`src/rtl/d_debounce_edge.sv`:
```
// Synchronizes and debounces a noisy single-bit D into a clean level Q, with rise/fall pulses
// and a wrapping edge counter. Define D_DEBOUNCE_EDGE_BOTH_EN to count falling transitions too.
module d_debounce_edge #(
  parameter int SYNC_STAGES     = 2,
  parameter int DEBOUNCE_CYCLES = 4,
  parameter int CNT_W           = 8
) (
  input  logic             clk,
  input  logic             rst_n,
  input  logic             D,
  input  logic             clr_cnt,
  output logic             Q,
  output logic             rise,
  output logic             fall,
  output logic [CNT_W-1:0] edge_cnt,
  output logic             cnt_ovf
);

  localparam logic [7:0] STAB_LAST = 8'(DEBOUNCE_CYCLES - 1);

  logic [SYNC_STAGES-1:0] sync;
  logic [7:0]             stab;
  logic                   sync_q;
  logic                   differ;
  logic                   flip;
  logic                   cnt_inc;

  always_ff @(posedge clk or negedge rst_n)
    if (!rst_n) sync <= '0;
    else        sync <= {sync[SYNC_STAGES-2:0], D};

  assign sync_q = sync[SYNC_STAGES-1];
  assign differ = sync_q != Q;
  // Q commits on the cycle the mismatch has persisted DEBOUNCE_CYCLES times in a row.
  assign flip   = differ && (stab == STAB_LAST);

`ifdef D_DEBOUNCE_EDGE_BOTH_EN
  assign cnt_inc = flip;
`else
  assign cnt_inc = flip && sync_q;
`endif

  always_ff @(posedge clk or negedge rst_n)
    if (!rst_n) begin
      stab <= '0;
      Q    <= 1'b0;
      rise <= 1'b0;
      fall <= 1'b0;
    end else begin
      rise <= flip && sync_q;
      fall <= flip && !sync_q;
      if (!differ) stab <= '0;
      else if (flip) begin
        stab <= '0;
        Q    <= sync_q;
      end else stab <= stab + 8'd1;
    end

  // Clear wins over a coincident increment; the overflow flag is sticky until cleared.
  always_ff @(posedge clk or negedge rst_n)
    if (!rst_n) begin
      edge_cnt <= '0;
      cnt_ovf  <= 1'b0;
    end else if (clr_cnt) begin
      edge_cnt <= '0;
      cnt_ovf  <= 1'b0;
    end else if (cnt_inc) begin
      edge_cnt <= edge_cnt + CNT_W'(1);
      if (&edge_cnt) cnt_ovf <= 1'b1;
    end

endmodule

```
`config.mk`:
```
export PLATFORM = sky130hd
export DESIGN_NAME = d_debounce_edge
export DESIGN_NICKNAME = d
export VERILOG_FILES = /design/src/rtl/d_debounce_edge.sv
export SDC_FILE = /design/constraint.sdc
export NUM_CORES = 1
export LEC_CHECK = 0
export BUFFER_PORTS_ARGS = -buffer_cell sky130_fd_sc_hd__buf_2
export CAP_MARGIN = 20
export CELL_PAD_IN_SITES_DETAIL_PLACEMENT = 1
export CELL_PAD_IN_SITES_GLOBAL_PLACEMENT = 1
export CORE_MARGIN = 5
export CORE_UTILIZATION = 45
export CTS_CLUSTER_DIAMETER = 30
export DETAILED_ROUTE_END_ITERATION = 6
export PLACE_DENSITY_LB_ADDON = 0.1
export SYNTH_ARGS = -nofsm -noshare
export SYNTH_HDL_FRONTEND = slang
export SYNTH_SLANG_ARGS = --single-unit
export TNS_END_PERCENT = 20
```
`constraint.sdc`:
```
create_clock -name clk -period 4.5 [get_ports clk]
set_clock_uncertainty 0.1 [all_clocks]
set_input_delay 1.35 -clock clk [delete_from_list [all_inputs] [get_ports clk]]
set_output_delay 1.35 -clock clk [all_outputs]
set_load 0.02 [all_outputs]
```
==> flow_summary_export.csv <==
group,metric,value,unit
global_route,grt_start_max_net_pins,23,
timing,finalHoldViolCount,0,
clocking,clock_tree.buffer_depth,2,
routing,detail_route.wl_per_cell,14.94,µm
power,vdd_ir_drop_max,0.2298,mV
routing,postRouteWirelength,1.987,mm
clocking,ctsResizeCount,0,
setup_path,setup.reg_to_reg.worst_slack,2.47,ns
timing,timing.final.crit_period,2.418,ns
cells_and_area,final_cell_mix,"sky130_fd_sc_hd__dfrtp_1, sky130_fd_sc_hd__buf_2, sky130_fd_sc_hd__nor2_1",
placement,place_inst,129,
timing,postLayoutSetupSlackWorst,2.082,ns
cells_and_area,final_instance_count_without_filler_cells,133,
clocking,cts_tree,"done",
setup_path,reg2regPathDepth,5,
min_path,worstHoldEndpoint,"sync[1]",
clocking,clock_sink_count,22,
power,sw_frac_of_total,27.45,%
timing,rsz0062_at_grt,"no",
power,p_sw,0.1276,mW
die,row_count,16,
setup_path,arrival,0.97,ns
timing,final.period_utilization,53.73,%
cells_and_area,nets,113,
setup_path,r2r-end,"edge_cnt[7]",
global_route,grt_remaining_overflow,0,
setup_path,cpLargestDelayFamily,"flip-flops",
synth,synth.net_count,94,
setup_path,critical_path_buf_inv_count,1,
cells_and_area,mostFrequentLayoutCell,"sky130_fd_sc_hd__dfrtp_1",
power,intPower,0.3372,mW
synth,synth_cell_types,25,
setup_path,crit_path_end_kind,"output pin",
timing,slew_violations,0,
die,initial_core_util,48.45,%
timing,finalSetupTns,0,ns
power,total_leakage_power,0.5705,nW
placement,dp_slack,2.433,ns
routing,ant_nets,0,
die,width_of_the_chip,56.66,µm
setup_path,cp_data_required_time,3.05,ns
routing,drt-initial-drc-count,2,
synth,part_of_the_yosys_area_used_for_sequential_elements,56.19,%
min_path,whs_path_depth,0,
placement,dp_hpwl,1.487,mm
clocking,cts.hold.buffers_added,0,
synth,syn_inst,88,
power,power.density_cell_area,408.6,nW/µm²
placement,placement.io_buffers,15,
placement,routabilityCongestion,0.8142,
status,outcome,"finished clean",
routing,routed-via-count,707,
global_route,grt_use_total,13.60,%
power,p_clk_share,32.2,%
flow_run,cap_viol_max_count,0,
global_route,antenna_found_initial,0,
synth,synth.ff_latch_count,22,
clocking,cts_root_buf,"sky130_fd_sc_hd__clkbuf_4",
power,comb_power_share,17.8,%
setup_path,critPathMaxStageDelay,0.46,ns
setup_path,worst_r2r_startpoint,"stab[0]",
setup_path,setup.worst_path.start_class,"register",
setup_path,critPathMaxFanout,5,
die,design.die.area,3210,µm²
synth,avg_cell_area_syn,11.13,µm²
clocking,cts.reportedPaths.clkPinSlew,0.12,ns
setup_path,crit_slowest_cell,"sky130_fd_sc_hd__dfrtp_1",
clocking,clk-insertion-delay-late,0.30,ns
cells_and_area,diodes,0,
die,die_height,56.66,µm
cells_and_area,post_route_cells_drive_above_1_share,21.70,%
min_path,worst_hold_startpoint,"sync[0]",
power,pwr-share-seq,49.9,%
routing,residual_drc,0,
global_route,first_global_vias,763,
min_path,worst_hold_path_type,"reg -> reg",
setup_path,worst_path_class_setup,"reg -> out",
global_route,first_pass_grt_wire_length,3.477,mm
routing,vias_per_cell,5.316,
clocking,post-cts-setup-buffer-count,0,
synth,syn_area,979.7,µm²
timing,slew_headroom,68.01,%
timing,clock.fmax,0.4136,GHz
timing,tightestPinTransition,0.4798,ns
clocking,cts_buffers,3,
setup_path,crit_path_cell_trace,"buf_2",
die,design.core.area,2022,µm²
die,io_pins,16,
clocking,htree_num_levels,1,
cells_and_area,area_delta_synth_final,16.09,%
routing,drt_pre_antenna_iters,4,
timing,final_setup_violating_endpoints,0,
synth,ys.warnings.count,0,
-- worst max-delay path by stage --
stage	endpoint	cells past startpoint	start	slack, ns
after floorplan	Q	0	Q	2.57
after global placement	edge_cnt[4]	1	edge_cnt[4]	2.45
after detailed placement	edge_cnt[4]	1	edge_cnt[4]	2.43
after CTS	edge_cnt[4]	1	edge_cnt[4]	2.07
after global routing	Q	1	Q	2.02
final	edge_cnt[4]	1	edge_cnt[4]	2.08
-- worst reg2reg max path, stage by stage, from the launching register on --
cell                      delay, ns
sky130_fd_sc_hd__dfrtp_1       0.38
sky130_fd_sc_hd__ha_1          0.21
sky130_fd_sc_hd__nor3b_2       0.39
sky130_fd_sc_hd__nand2_2       0.17
sky130_fd_sc_hd__or4_1         0.54
sky130_fd_sc_hd__a21oi_1       0.17
-- registers in the layout, summed over array words and instances, names as in the netlist --
register / cells
Q: 1
stab: 8
rise: 1
sync: 2
fall: 1
cnt_ovf: 1
edge_cnt: 8
-- area by class of cell --
cell class	count	area (µm²)
inverter	3	11.26
multi-input combinational	62	414.1
clock buffer	3	22.52
tap	27	33.78
timing repair buffer	15	75.07
clock inverter	1	30.03
sequential	22	550.5
fill	237	884.6
-- cell families (layout without fill, tap and decap cells) --
| group | Yosys count | count (layout) | synth area share (%) |
|---|---|---|---|
| AOI/OAI and AO/OA | 7 | 7 | 3.832 |
| xor gates and xnor gates | 11 | 11 | 9.835 |
| adders and majority gates | 2 | 2 | 2.554 |
| buffers and inverters | 4 | 22 | 1.532 |
| DFF | 22 | 22 | 56.19 |
| muxes | 2 | 2 | 2.171 |
| and+or+nand+nor | 40 | 40 | 23.88 |
-- through the flow --
step	util [%]	hold slack, ns	cell area (µm²)	power (mW)
finish	56.25	0.2715	1137	0.4647
global route	56.25	0.2987	1137	0.4919
CTS	56.25	0.2810	1137	0.4721
detailed placement	53.65	0.2417	1085	0.3218
global placement	53.65	0.2440	1085	0.3186
floorplan	-	0.2312	979.7	0.2937
-- power by group through the flow --
stage	Combinational (mW)	Sequential, mW	Clock (mW)
2_1_floorplan	0.0525	0.241	0
4_1_cts	0.0856	0.233	0.154
5_1_grt	0.0932	0.236	0.163
3_3_place_gp	0.0834	0.235	0
3_5_place_dp	0.0855	0.236	0
6_report	0.0829	0.232	0.150
-- synth_stat cells, drive strengths merged --
library cell,n,area [µm²]
a21oi,4,20.02
or4,1,7.510
ha,2,25.02
nor2b,1,6.260
mux2,1,11.26
xnor2,3,26.28
or3,3,18.77
nor3b,2,20.02
buf,1,3.750
and3,4,25.02
nand2,4,17.52
xor2,8,70.07
and2,1,6.260
nor4,1,21.27
o21ai,2,10.01
and4b,1,10.01
inv,3,11.26
o31ai,1,7.510
nor2,12,45.04
nand4,5,31.28
dfrtp,22,550.5
mux2i,1,10.01
nand3,5,25.02
-- per-layer routing --
metal | GRT usage [%] | vias up | wire [µm]
met5 | 0 | - | 0
met4 | 4.068 | 0 | 13
met3 | 2.523 | 2 | 80
met2 | 21.45 | 14 | 947
met1 | 18.85 | 350 | 946
li1 | - | 341 | -
Note: power is estimated with default switching activity, not from simulation.
